$ cat src/rtl/q_add8_stream_pkg.sv
`default_nettype none
// +--------------------------------------------------------------------------+
// | q_add8_pkg: shared types and constants for the q_add8_stream controller.  |
// | Revision 1.0                                                             |
// +--------------------------------------------------------------------------+
package q_add8_pkg;

  localparam int Q_ADD8_DELAY_DEFAULT = 8;
  localparam int Q_ADD8_DATA_W        = 8;

  typedef enum logic [1:0] {
    ST_IDLE  = 2'd0,
    ST_ISSUE = 2'd1,
    ST_DRAIN = 2'd2,
    ST_DONE  = 2'd3
  } q_add8_state_e;

endpackage : q_add8_pkg
`default_nettype wire

$ cat src/rtl/q_add8_stream_if.sv
`default_nettype none
// +--------------------------------------------------------------------------+
// | q_add8_stream_if: job control, operand SRAM, adder and result ports.     |
// | Revision 1.0                                                             |
// +--------------------------------------------------------------------------+
interface q_add8_stream_if
  import q_add8_pkg::*;
#(
  parameter int ADDR_W = 12
);

  logic                     START;
  logic [ADDR_W:0]          LEN;
  logic [ADDR_W-1:0]        A_BASE;
  logic [ADDR_W-1:0]        B_BASE;
  logic [ADDR_W-1:0]        C_BASE;
  logic                     PAUSE;
  logic                     BUSY;
  logic                     DONE;
  logic                     ERR;

  logic                     A_RD_EN;
  logic                     B_RD_EN;
  logic [ADDR_W-1:0]        A_RD_ADDR;
  logic [ADDR_W-1:0]        B_RD_ADDR;
  logic [Q_ADD8_DATA_W-1:0] A_RD_DATA;
  logic [Q_ADD8_DATA_W-1:0] B_RD_DATA;

  logic                     ADD_EN;
  logic [Q_ADD8_DATA_W-1:0] ADD_A;
  logic [Q_ADD8_DATA_W-1:0] ADD_B;
  logic                     ADD_EN_OUT;
  logic [Q_ADD8_DATA_W-1:0] ADD_C;

  logic                     C_WR_EN;
  logic [ADDR_W-1:0]        C_WR_ADDR;
  logic [Q_ADD8_DATA_W-1:0] C_WR_DATA;

  logic [Q_ADD8_DATA_W-1:0] RES_MIN;
  logic [Q_ADD8_DATA_W-1:0] RES_MAX;

  // Environment side: sequencer, SRAMs and adder.
  modport master (
    output START, LEN, A_BASE, B_BASE, C_BASE, PAUSE,
    output A_RD_DATA, B_RD_DATA, ADD_EN_OUT, ADD_C,
    input  BUSY, DONE, ERR, A_RD_EN, B_RD_EN, A_RD_ADDR, B_RD_ADDR,
    input  ADD_EN, ADD_A, ADD_B, C_WR_EN, C_WR_ADDR, C_WR_DATA, RES_MIN, RES_MAX
  );

  // Streaming controller side.
  modport slave (
    input  START, LEN, A_BASE, B_BASE, C_BASE, PAUSE,
    input  A_RD_DATA, B_RD_DATA, ADD_EN_OUT, ADD_C,
    output BUSY, DONE, ERR, A_RD_EN, B_RD_EN, A_RD_ADDR, B_RD_ADDR,
    output ADD_EN, ADD_A, ADD_B, C_WR_EN, C_WR_ADDR, C_WR_DATA, RES_MIN, RES_MAX
  );

endinterface : q_add8_stream_if
`default_nettype wire

$ cat src/rtl/q_add8_stream_minmax.sv
`default_nettype none
// +--------------------------------------------------------------------------+
// | q_add8_minmax: unsigned min/max of written results (Q_ADD8_STREAM_MINMAX_EN). |
// | Revision 1.0                                                             |
// +--------------------------------------------------------------------------+
`ifdef Q_ADD8_STREAM_MINMAX_EN
module q_add8_minmax
  import q_add8_pkg::*;
(
  input  wire logic                     clk,
  input  wire logic                     rst,
  input  wire logic                     clear_i,
  input  wire logic                     wr_en_i,
  input  wire logic [Q_ADD8_DATA_W-1:0] wr_data_i,
  output logic      [Q_ADD8_DATA_W-1:0] min_o,
  output logic      [Q_ADD8_DATA_W-1:0] max_o
);

  logic [Q_ADD8_DATA_W-1:0] min_q, min_d;
  logic [Q_ADD8_DATA_W-1:0] max_q, max_d;

  always_comb begin
    min_d = min_q;
    max_d = max_q;
    if (clear_i) begin
      min_d = '1;
      max_d = '0;
    end else if (wr_en_i) begin
      if (wr_data_i < min_q) min_d = wr_data_i;
      if (wr_data_i > max_q) max_d = wr_data_i;
    end
  end

  always_ff @(posedge clk or posedge rst) begin
    if (rst) begin
      min_q <= '1;
      max_q <= '0;
    end else begin
      min_q <= min_d;
      max_q <= max_d;
    end
  end

  assign min_o = min_q;
  assign max_o = max_q;

endmodule : q_add8_minmax
`endif
`default_nettype wire

$ cat src/rtl/q_add8_stream.sv
`default_nettype none
// +--------------------------------------------------------------------------+
// | q_add8_stream: streams SRAM operand pairs through the 8-bit adder and     |
// | writes results back. Q_ADD8_STREAM_MINMAX_EN adds result range tracking.  |
// | Revision 1.0                                                             |
// +--------------------------------------------------------------------------+
module q_add8_stream
  import q_add8_pkg::*;
#(
  parameter int ADDR_W    = 12,
  parameter int ADD_DELAY = Q_ADD8_DELAY_DEFAULT
) (
  input wire logic       CLK,
  input wire logic       RESET_X,
  q_add8_stream_if.slave bus
);

  if (ADD_DELAY < 1) begin : g_bad_add_delay
    $error("q_add8_stream: ADD_DELAY must be at least 1");
  end

  q_add8_state_e            state_q, state_d;
  logic [ADDR_W:0]          len_q, len_d;
  logic [ADDR_W:0]          iss_q, iss_d;
  logic [ADDR_W:0]          acc_q, acc_d;
  logic [ADDR_W-1:0]        a_base_q, a_base_d;
  logic [ADDR_W-1:0]        b_base_q, b_base_d;
  logic [ADDR_W-1:0]        c_base_q, c_base_d;
  logic                     rd_dly_q, rd_dly_d;
  logic                     add_en_q, add_en_d;
  logic [Q_ADD8_DATA_W-1:0] add_a_q, add_a_d;
  logic [Q_ADD8_DATA_W-1:0] add_b_q, add_b_d;
  logic                     wr_en_q, wr_en_d;
  logic [ADDR_W-1:0]        wr_addr_q, wr_addr_d;
  logic [Q_ADD8_DATA_W-1:0] wr_data_q, wr_data_d;
  logic                     err_q, err_d;

  logic w_start_acc;
  logic w_rd_en;
  logic w_stray;
  logic w_accept;

  assign w_start_acc = bus.START && (state_q == ST_IDLE);
  assign w_rd_en     = (state_q == ST_ISSUE) && !bus.PAUSE;
  // Results are counted when they arrive; a result with nothing outstanding is stray.
  assign w_stray     = bus.ADD_EN_OUT && (iss_q == acc_q);
  assign w_accept    = bus.ADD_EN_OUT && !w_stray;

  always_comb begin
    state_d = state_q;
    unique case (state_q)
      ST_IDLE:  if (w_start_acc) state_d = (bus.LEN == '0) ? ST_DONE : ST_ISSUE;
      ST_ISSUE: if (w_rd_en && ((iss_q + 1'b1) == len_q)) state_d = ST_DRAIN;
      ST_DRAIN: if (wr_en_q && (acc_q == len_q)) state_d = ST_DONE;
      ST_DONE:  state_d = ST_IDLE;
      default:  state_d = ST_IDLE;
    endcase
  end

  always_comb begin
    len_d    = len_q;
    a_base_d = a_base_q;
    b_base_d = b_base_q;
    c_base_d = c_base_q;
    iss_d    = iss_q;
    acc_d    = acc_q;
    err_d    = err_q;
    if (w_start_acc) begin
      len_d    = bus.LEN;
      a_base_d = bus.A_BASE;
      b_base_d = bus.B_BASE;
      c_base_d = bus.C_BASE;
      iss_d    = '0;
      acc_d    = '0;
      err_d    = 1'b0;
    end else begin
      if (w_rd_en)  iss_d = iss_q + 1'b1;
      if (w_accept) acc_d = acc_q + 1'b1;
    end
    if (w_stray) err_d = 1'b1;

    rd_dly_d  = w_rd_en;
    add_en_d  = rd_dly_q;
    add_a_d   = rd_dly_q ? bus.A_RD_DATA : '0;
    add_b_d   = rd_dly_q ? bus.B_RD_DATA : '0;
    wr_en_d   = w_accept;
    wr_addr_d = w_accept ? (c_base_q + acc_q[ADDR_W-1:0]) : '0;
    wr_data_d = w_accept ? bus.ADD_C : '0;
  end

  always_ff @(posedge CLK or posedge RESET_X) begin
    if (RESET_X) begin
      state_q <= ST_IDLE;
    end else begin
      state_q <= state_d;
    end
  end

  always_ff @(posedge CLK or posedge RESET_X) begin
    if (RESET_X) begin
      len_q     <= '0;
      a_base_q  <= '0;
      b_base_q  <= '0;
      c_base_q  <= '0;
      iss_q     <= '0;
      acc_q     <= '0;
      err_q     <= 1'b0;
      rd_dly_q  <= 1'b0;
      add_en_q  <= 1'b0;
      add_a_q   <= '0;
      add_b_q   <= '0;
      wr_en_q   <= 1'b0;
      wr_addr_q <= '0;
      wr_data_q <= '0;
    end else begin
      len_q     <= len_d;
      a_base_q  <= a_base_d;
      b_base_q  <= b_base_d;
      c_base_q  <= c_base_d;
      iss_q     <= iss_d;
      acc_q     <= acc_d;
      err_q     <= err_d;
      rd_dly_q  <= rd_dly_d;
      add_en_q  <= add_en_d;
      add_a_q   <= add_a_d;
      add_b_q   <= add_b_d;
      wr_en_q   <= wr_en_d;
      wr_addr_q <= wr_addr_d;
      wr_data_q <= wr_data_d;
    end
  end

  assign bus.BUSY      = (state_q != ST_IDLE);
  assign bus.DONE      = (state_q == ST_DONE);
  assign bus.ERR       = err_q;
  assign bus.A_RD_EN   = w_rd_en;
  assign bus.B_RD_EN   = w_rd_en;
  assign bus.A_RD_ADDR = w_rd_en ? (a_base_q + iss_q[ADDR_W-1:0]) : '0;
  assign bus.B_RD_ADDR = w_rd_en ? (b_base_q + iss_q[ADDR_W-1:0]) : '0;
  assign bus.ADD_EN    = add_en_q;
  assign bus.ADD_A     = add_a_q;
  assign bus.ADD_B     = add_b_q;
  assign bus.C_WR_EN   = wr_en_q;
  assign bus.C_WR_ADDR = wr_addr_q;
  assign bus.C_WR_DATA = wr_data_q;

`ifdef Q_ADD8_STREAM_MINMAX_EN
  q_add8_minmax u_minmax (
    .clk       (CLK),
    .rst       (RESET_X),
    .clear_i   (w_start_acc),
    .wr_en_i   (wr_en_q),
    .wr_data_i (wr_data_q),
    .min_o     (bus.RES_MIN),
    .max_o     (bus.RES_MAX)
  );
`else
  assign bus.RES_MIN = 8'hFF;
  assign bus.RES_MAX = 8'h00;
`endif

endmodule : q_add8_stream
`default_nettype wire

$ cat src/flat_wrapper.sv
// flat-port wrapper written by rule: the top's interface ports become plain ports
module q_add8_stream_flat import q_add8_pkg::*;
#(
  parameter int ADDR_W    = 12,
  parameter int ADD_DELAY = Q_ADD8_DELAY_DEFAULT
)
  (CLK, RESET_X, bus_START, bus_LEN, bus_A_BASE, bus_B_BASE, bus_C_BASE, bus_PAUSE, bus_A_RD_DATA, bus_B_RD_DATA, bus_ADD_EN_OUT, bus_ADD_C, bus_BUSY, bus_DONE, bus_ERR, bus_A_RD_EN, bus_B_RD_EN, bus_A_RD_ADDR, bus_B_RD_ADDR, bus_ADD_EN, bus_ADD_A, bus_ADD_B, bus_C_WR_EN, bus_C_WR_ADDR, bus_C_WR_DATA, bus_RES_MIN, bus_RES_MAX);
  q_add8_stream_if #(.ADDR_W(ADDR_W)) bus_i ();
  input wire logic CLK;
  input wire logic RESET_X;
  input wire logic [$bits(bus_i.START)-1:0] bus_START;
  input wire logic [$bits(bus_i.LEN)-1:0] bus_LEN;
  input wire logic [$bits(bus_i.A_BASE)-1:0] bus_A_BASE;
  input wire logic [$bits(bus_i.B_BASE)-1:0] bus_B_BASE;
  input wire logic [$bits(bus_i.C_BASE)-1:0] bus_C_BASE;
  input wire logic [$bits(bus_i.PAUSE)-1:0] bus_PAUSE;
  input wire logic [$bits(bus_i.A_RD_DATA)-1:0] bus_A_RD_DATA;
  input wire logic [$bits(bus_i.B_RD_DATA)-1:0] bus_B_RD_DATA;
  input wire logic [$bits(bus_i.ADD_EN_OUT)-1:0] bus_ADD_EN_OUT;
  input wire logic [$bits(bus_i.ADD_C)-1:0] bus_ADD_C;
  output wire logic [$bits(bus_i.BUSY)-1:0] bus_BUSY;
  output wire logic [$bits(bus_i.DONE)-1:0] bus_DONE;
  output wire logic [$bits(bus_i.ERR)-1:0] bus_ERR;
  output wire logic [$bits(bus_i.A_RD_EN)-1:0] bus_A_RD_EN;
  output wire logic [$bits(bus_i.B_RD_EN)-1:0] bus_B_RD_EN;
  output wire logic [$bits(bus_i.A_RD_ADDR)-1:0] bus_A_RD_ADDR;
  output wire logic [$bits(bus_i.B_RD_ADDR)-1:0] bus_B_RD_ADDR;
  output wire logic [$bits(bus_i.ADD_EN)-1:0] bus_ADD_EN;
  output wire logic [$bits(bus_i.ADD_A)-1:0] bus_ADD_A;
  output wire logic [$bits(bus_i.ADD_B)-1:0] bus_ADD_B;
  output wire logic [$bits(bus_i.C_WR_EN)-1:0] bus_C_WR_EN;
  output wire logic [$bits(bus_i.C_WR_ADDR)-1:0] bus_C_WR_ADDR;
  output wire logic [$bits(bus_i.C_WR_DATA)-1:0] bus_C_WR_DATA;
  output wire logic [$bits(bus_i.RES_MIN)-1:0] bus_RES_MIN;
  output wire logic [$bits(bus_i.RES_MAX)-1:0] bus_RES_MAX;
  assign bus_i.START = bus_START;
  assign bus_i.LEN = bus_LEN;
  assign bus_i.A_BASE = bus_A_BASE;
  assign bus_i.B_BASE = bus_B_BASE;
  assign bus_i.C_BASE = bus_C_BASE;
  assign bus_i.PAUSE = bus_PAUSE;
  assign bus_i.A_RD_DATA = bus_A_RD_DATA;
  assign bus_i.B_RD_DATA = bus_B_RD_DATA;
  assign bus_i.ADD_EN_OUT = bus_ADD_EN_OUT;
  assign bus_i.ADD_C = bus_ADD_C;
  assign bus_BUSY = bus_i.BUSY;
  assign bus_DONE = bus_i.DONE;
  assign bus_ERR = bus_i.ERR;
  assign bus_A_RD_EN = bus_i.A_RD_EN;
  assign bus_B_RD_EN = bus_i.B_RD_EN;
  assign bus_A_RD_ADDR = bus_i.A_RD_ADDR;
  assign bus_B_RD_ADDR = bus_i.B_RD_ADDR;
  assign bus_ADD_EN = bus_i.ADD_EN;
  assign bus_ADD_A = bus_i.ADD_A;
  assign bus_ADD_B = bus_i.ADD_B;
  assign bus_C_WR_EN = bus_i.C_WR_EN;
  assign bus_C_WR_ADDR = bus_i.C_WR_ADDR;
  assign bus_C_WR_DATA = bus_i.C_WR_DATA;
  assign bus_RES_MIN = bus_i.RES_MIN;
  assign bus_RES_MAX = bus_i.RES_MAX;
  q_add8_stream #(.ADDR_W(ADDR_W), .ADD_DELAY(ADD_DELAY)) u_core (.CLK(CLK), .RESET_X(RESET_X), .bus(bus_i));
endmodule
$ cat config.mk
export PLATFORM = sky130hd
export DESIGN_NAME = q_add8_stream_flat
export DESIGN_NICKNAME = d
export VERILOG_FILES = /design/src/rtl/q_add8_stream_pkg.sv /design/src/rtl/q_add8_stream_if.sv /design/src/rtl/q_add8_stream_minmax.sv /design/src/rtl/q_add8_stream.sv /design/src/flat_wrapper.sv
export SDC_FILE = /design/constraint.sdc
export NUM_CORES = 1
export LEC_CHECK = 0
export ABC_AREA = 1
export BUFFER_PORTS_ARGS = -buffer_cell sky130_fd_sc_hd__buf_2
export CORE_MARGIN = 1
export CORE_UTILIZATION = 52
export CTS_BUF_LIST = sky130_fd_sc_hd__clkbuf_4
export DETAILED_ROUTE_END_ITERATION = 6
export GPL_TIMING_DRIVEN = 0
export PLACE_DENSITY = 0.77
export SLEW_MARGIN = 20
export SYNTH_ARGS = -nofsm -noshare
export SYNTH_HDL_FRONTEND = slang
export SYNTH_SLANG_ARGS = --single-unit
export TNS_END_PERCENT = 5
$ cat constraint.sdc
create_clock -name CLK -period 3.7 [get_ports CLK]
set_input_delay 0.185 -clock CLK [delete_from_list [all_inputs] [get_ports CLK]]
set_output_delay 0.185 -clock CLK [all_outputs]
set_load 0.01 [all_outputs]
==> summary.md <==
| Metric | Value |
|---|---|
| Adder-cell share of the synthesized area | `7.88%` |
| Worst Reg-to-Reg Cells | `8` |
| Xor and xnor area share after synthesis | `4.80%` |
| Std cell rows | `42` |
| Nets | `1,291` |
| Max IR drop VDD | `0.382 mV` |
| PwrDens | `659 nW/µm²` |
| # setup viols final | `0` |
| CP required | `3.51 ns` |
| R2R Path Start | `u_core.state_q[1]$_DFFE_PP0P_` |
| Filler-free cell count of the finished design | `1,361` |
| Die Y | `119 µm` |
| Die ar. | `14,200 µm²` |
| CP cell instances | `inv_1, ha_1, inv_1, nor2_1, clkbuf_1, o21ai_0, a21oi_1, buf_2` |
| Crit share post-route | `82.9%` |
| Postcts setup bufs | `0` |
| CTS Sinks | `117` |
| Core footprint | `13,300 µm²` |
| I/O Pins | `161` |
| RSZ-0062 raised after global routing | `false` |
| Top post-synthesis cells by count | `258 x nand2_1, 117 x dfrtp_1, 88 x nor2_1` |
| Main combinational cell family by area after synthesis | `simple AND/OR/NAND/NOR gates` |
| Crit path top cell by count | `inv_1` |
| Via count | `7,153` |
| Sequential share of the synthesized area | `41.2%` |
| CP endpoint | `bus_B_RD_ADDR[10]` |
| CTS clock-pin slew for the worst setup and hold paths | `0.09 ns` |
| Max Root-Sink Buffers | `2` |
| First-pass iteration count of the detailed router | `6` |
| Wire per inst | `15.0 µm` |
| Crit path launch | `u_core.state_q[1]$_DFFE_PP0P_` |
| Top-count cell post-synth | `nand2_1` |
| Final hold vios | `0` |
| Post-synthesis simple-gate area fraction | `26.5%` |
| Vias per cell | `5.26` |
| Port buffer count | `144` |
| Clk_skew | `0.0238 ns` |
| Setup crit end kind | `output port` |
| Grt total ovfl | `0` |
| Fmax | `0.326 GHz` |
| Mux contribution to synthesized area | `0.158%` |
| Syn Area/Cell | `7.77 µm²` |
| Share of cells above drive strength 1 | `20.3%` |
| CTS root buffer | `clkbuf_4` |
| Fraction of registers with async set/reset | `100%` |
| Max-slew headroom | `53.4%` |
| Cell taking the most area after synthesis | `dfrtp_1` |
| Ys flop type | `dfrtp_1` |
| Area of the mapped netlist | `7110 µm²` |
| Die Wd | `119 µm` |
| Synthesis Warnings | `0` |
| Final Max Slew Viols | `0` |
| H-tree depth | `4` |
| Number of remaining DRC errors | `0` |
| Static leakage | `5.03 nW` |
| Iteration-0 DRC Markers | `749` |
| CP max stage delay | `0.49 ns` |
| Worst Hold Class | `in2reg` |
| Vias in the first global route | `6,766` |
| Total CTS buffers | `17` |
| Largest net degree at the start of global routing | `81` |
| Setup TNS Final | `0 ns` |
| Core Util, Final | `69.2%` |
| Detail Route Antenna Nets | `0` |
| Reg2reg setup slack | `1.12 ns` |
| Antenna violations before repair | `1` |
| Hold-fix buffers, CTS | `76` |
| FF+latch count, synth | `117` |
| Arr. time, crit path | `2.88 ns` |
| Status | `finished clean` |
| Reg-to-reg endpoint | `u_core.iss_q[8]$_DFFE_PP0P_` |
| Top cells by area, synth | `dfrtp_1 41%, nand2_1 14%, ha_1 7.0%, nor2_1 4.6%, inv_1 4.5%` |
| Gpl congestion | `0.958` |
| Complex-gate fraction of the synthesized area | `10.7%` |
| EDFF count, synth | `0` |
| Hold Crit Depth | `5` |
| Worst setup SP type | `register` |
| Gate Count Post-Synth | `916` |
| Worst-path maximum fanout | `12` |
| First-pass GRT wire length | `33,200 µm` |
| Synth cell types | `39` |
| Actual slew at the worst max-slew pin | `0.698 ns` |
| # Max-Cap Violations | `0` |
| GRT Resource Usage Total | `30.3%` |
| Kind of critical path | `reg2out` |
| Skew-Pair Late Insertion Delay | `0.56 ns` |
| Initial Util | `53.5%` |
| Placed cells | `1,251` |
| Area Overhead vs Synth | `29.3%` |
| CTS tree | `built` |
| Post-synth top area share | `41.2%` |
| WL final | `20,400 µm` |
| Post-detail-place hpwl | `13,900 µm` |
| # resized after CTS | `0` |
| Crit path max-delay cell type | `clkbuf_1` |
| Min cycle time layout | `3.07 ns` |
==> cells by family after synthesis <==
family,Yosys count
flops,117
fa+ha+maj,43
other cells,2
mux,1
compound gates,132
xor+xnor,39
simple gates,444
buf+inv,138
==> registers in the layout, summed over array words and instances, names as in the netlist, 2 cells and up <==
register,count
u_core.a_base_q,12
u_core.acc_q,13
u_core.b_base_q,12
u_core.bus.ADD_A,8
u_core.bus.ADD_B,8
u_core.bus.C_WR_ADDR,12
u_core.bus.C_WR_DATA,8
u_core.c_base_q,12
u_core.iss_q,13
u_core.len_q,13
u_core.state_q,2
==> cell type report <==
type | instances | area, µm²
diodes | 2 | 5.00
plain buffers | 43 | 255
clock buffers | 18 | 135
clock inverters | 14 | 160
fillers | 1068 | 4100
inverters | 95 | 362
multi-input cells | 675 | 3630
flip-flops and latches | 117 | 2930
well taps | 176 | 220
repair buffers | 221 | 1510
==> stage by stage <==
stage	power (mW)	cell area, µm²	setup WS (ns)	hold WS (ns)
final	6.07	9200	0.634	0.0880
after CTS	6.02	9200	0.651	0.0534
after floorplan	4.09	7170	0.414	0.289
after global placement	4.88	8110	-0.919	0.355
after detailed placement	4.96	8140	1.14	0.207
after global routing	6.53	9200	0.399	0.125
==> placed cells by master (no fill, tap or decap), types with 5 or more instances in the layout <==
cell type / synthesis / layout
a21o_1: 6 / 6
o21ai_2: 12 / 12
a21oi_1: 47 / 47
inv_1: 86 / 85
nor4_1: 6 / 6
xnor2_1: 7 / 7
dfrtp_1: 117 / 117
buf_2: 3 / 147
clkinv_1: 1 / 5
nand2_1: 258 / 258
o22ai_1: 16 / 16
o21ai_0: 36 / 36
inv_2: 8 / 8
buf_4: 18 / 18
conb_1: 2 / 16
nand3_1: 51 / 51
nand2_2: 10 / 10
o21ai_1: 6 / 6
xor2_1: 32 / 32
nor2_1: 88 / 88
dlygate4sd3_1: 0 / 76
nand4_1: 13 / 13
ha_1: 40 / 40
clkbuf_4: 0 / 18
clkbuf_1: 19 / 19
==> worst min-delay path by stage <==
stage | startpoint | end | slack, ns
final | bus_START | u_core.state_q[0]$_DFFE_PP0P_ | 0.09
after global routing | bus_START | u_core.state_q[0]$_DFFE_PP0P_ | 0.12
after CTS | bus_START | u_core.state_q[0]$_DFFE_PP0P_ | 0.05
after detailed placement | RESET_X | u_core.bus.C_WR_DATA[1]$_DFF_PP0_ | 0.21
after global placement | u_core.add_en_d$_DFF_PP0_ | u_core.bus.ADD_EN$_DFF_PP0_ | 0.36
after floorplan | bus_A_RD_DATA[0] | u_core.bus.ADD_A[0]$_DFF_PP0_ | 0.29
==> layer usage <==
metal / global-route usage, % / vias to the layer above / routed length [µm]
li1: - / 3438 / -
met1: 38.9 / 3371 / 8540
met2: 50.0 / 301 / 9970
met3: 6.23 / 43 / 1360
met4: 11.9 / 0 / 533
met5: 0 / - / 0
==> power breakdown <==
part / switching [mW] / total [mW] / leakage (nW) / internal, mW
logic: 1.82 / 2.93 / 3.35 / 1.11
clock network: 0.515 / 0.985 / 0.153 / 0.470
registers: 0.425 / 2.15 / 1.52 / 1.73
total: 2.76 / 6.07 / 5.03 / 3.31
==> worst max-delay path: cells and delay by family (launching register included) <==
family	cells	cell delay (ns)
buf+inv	4	0.83
compound gates	2	0.47
simple gates	1	0.46
flops	1	0.43
fa+ha+maj	1	0.17
No activity file was read; power rests on OpenSTA's default activity.
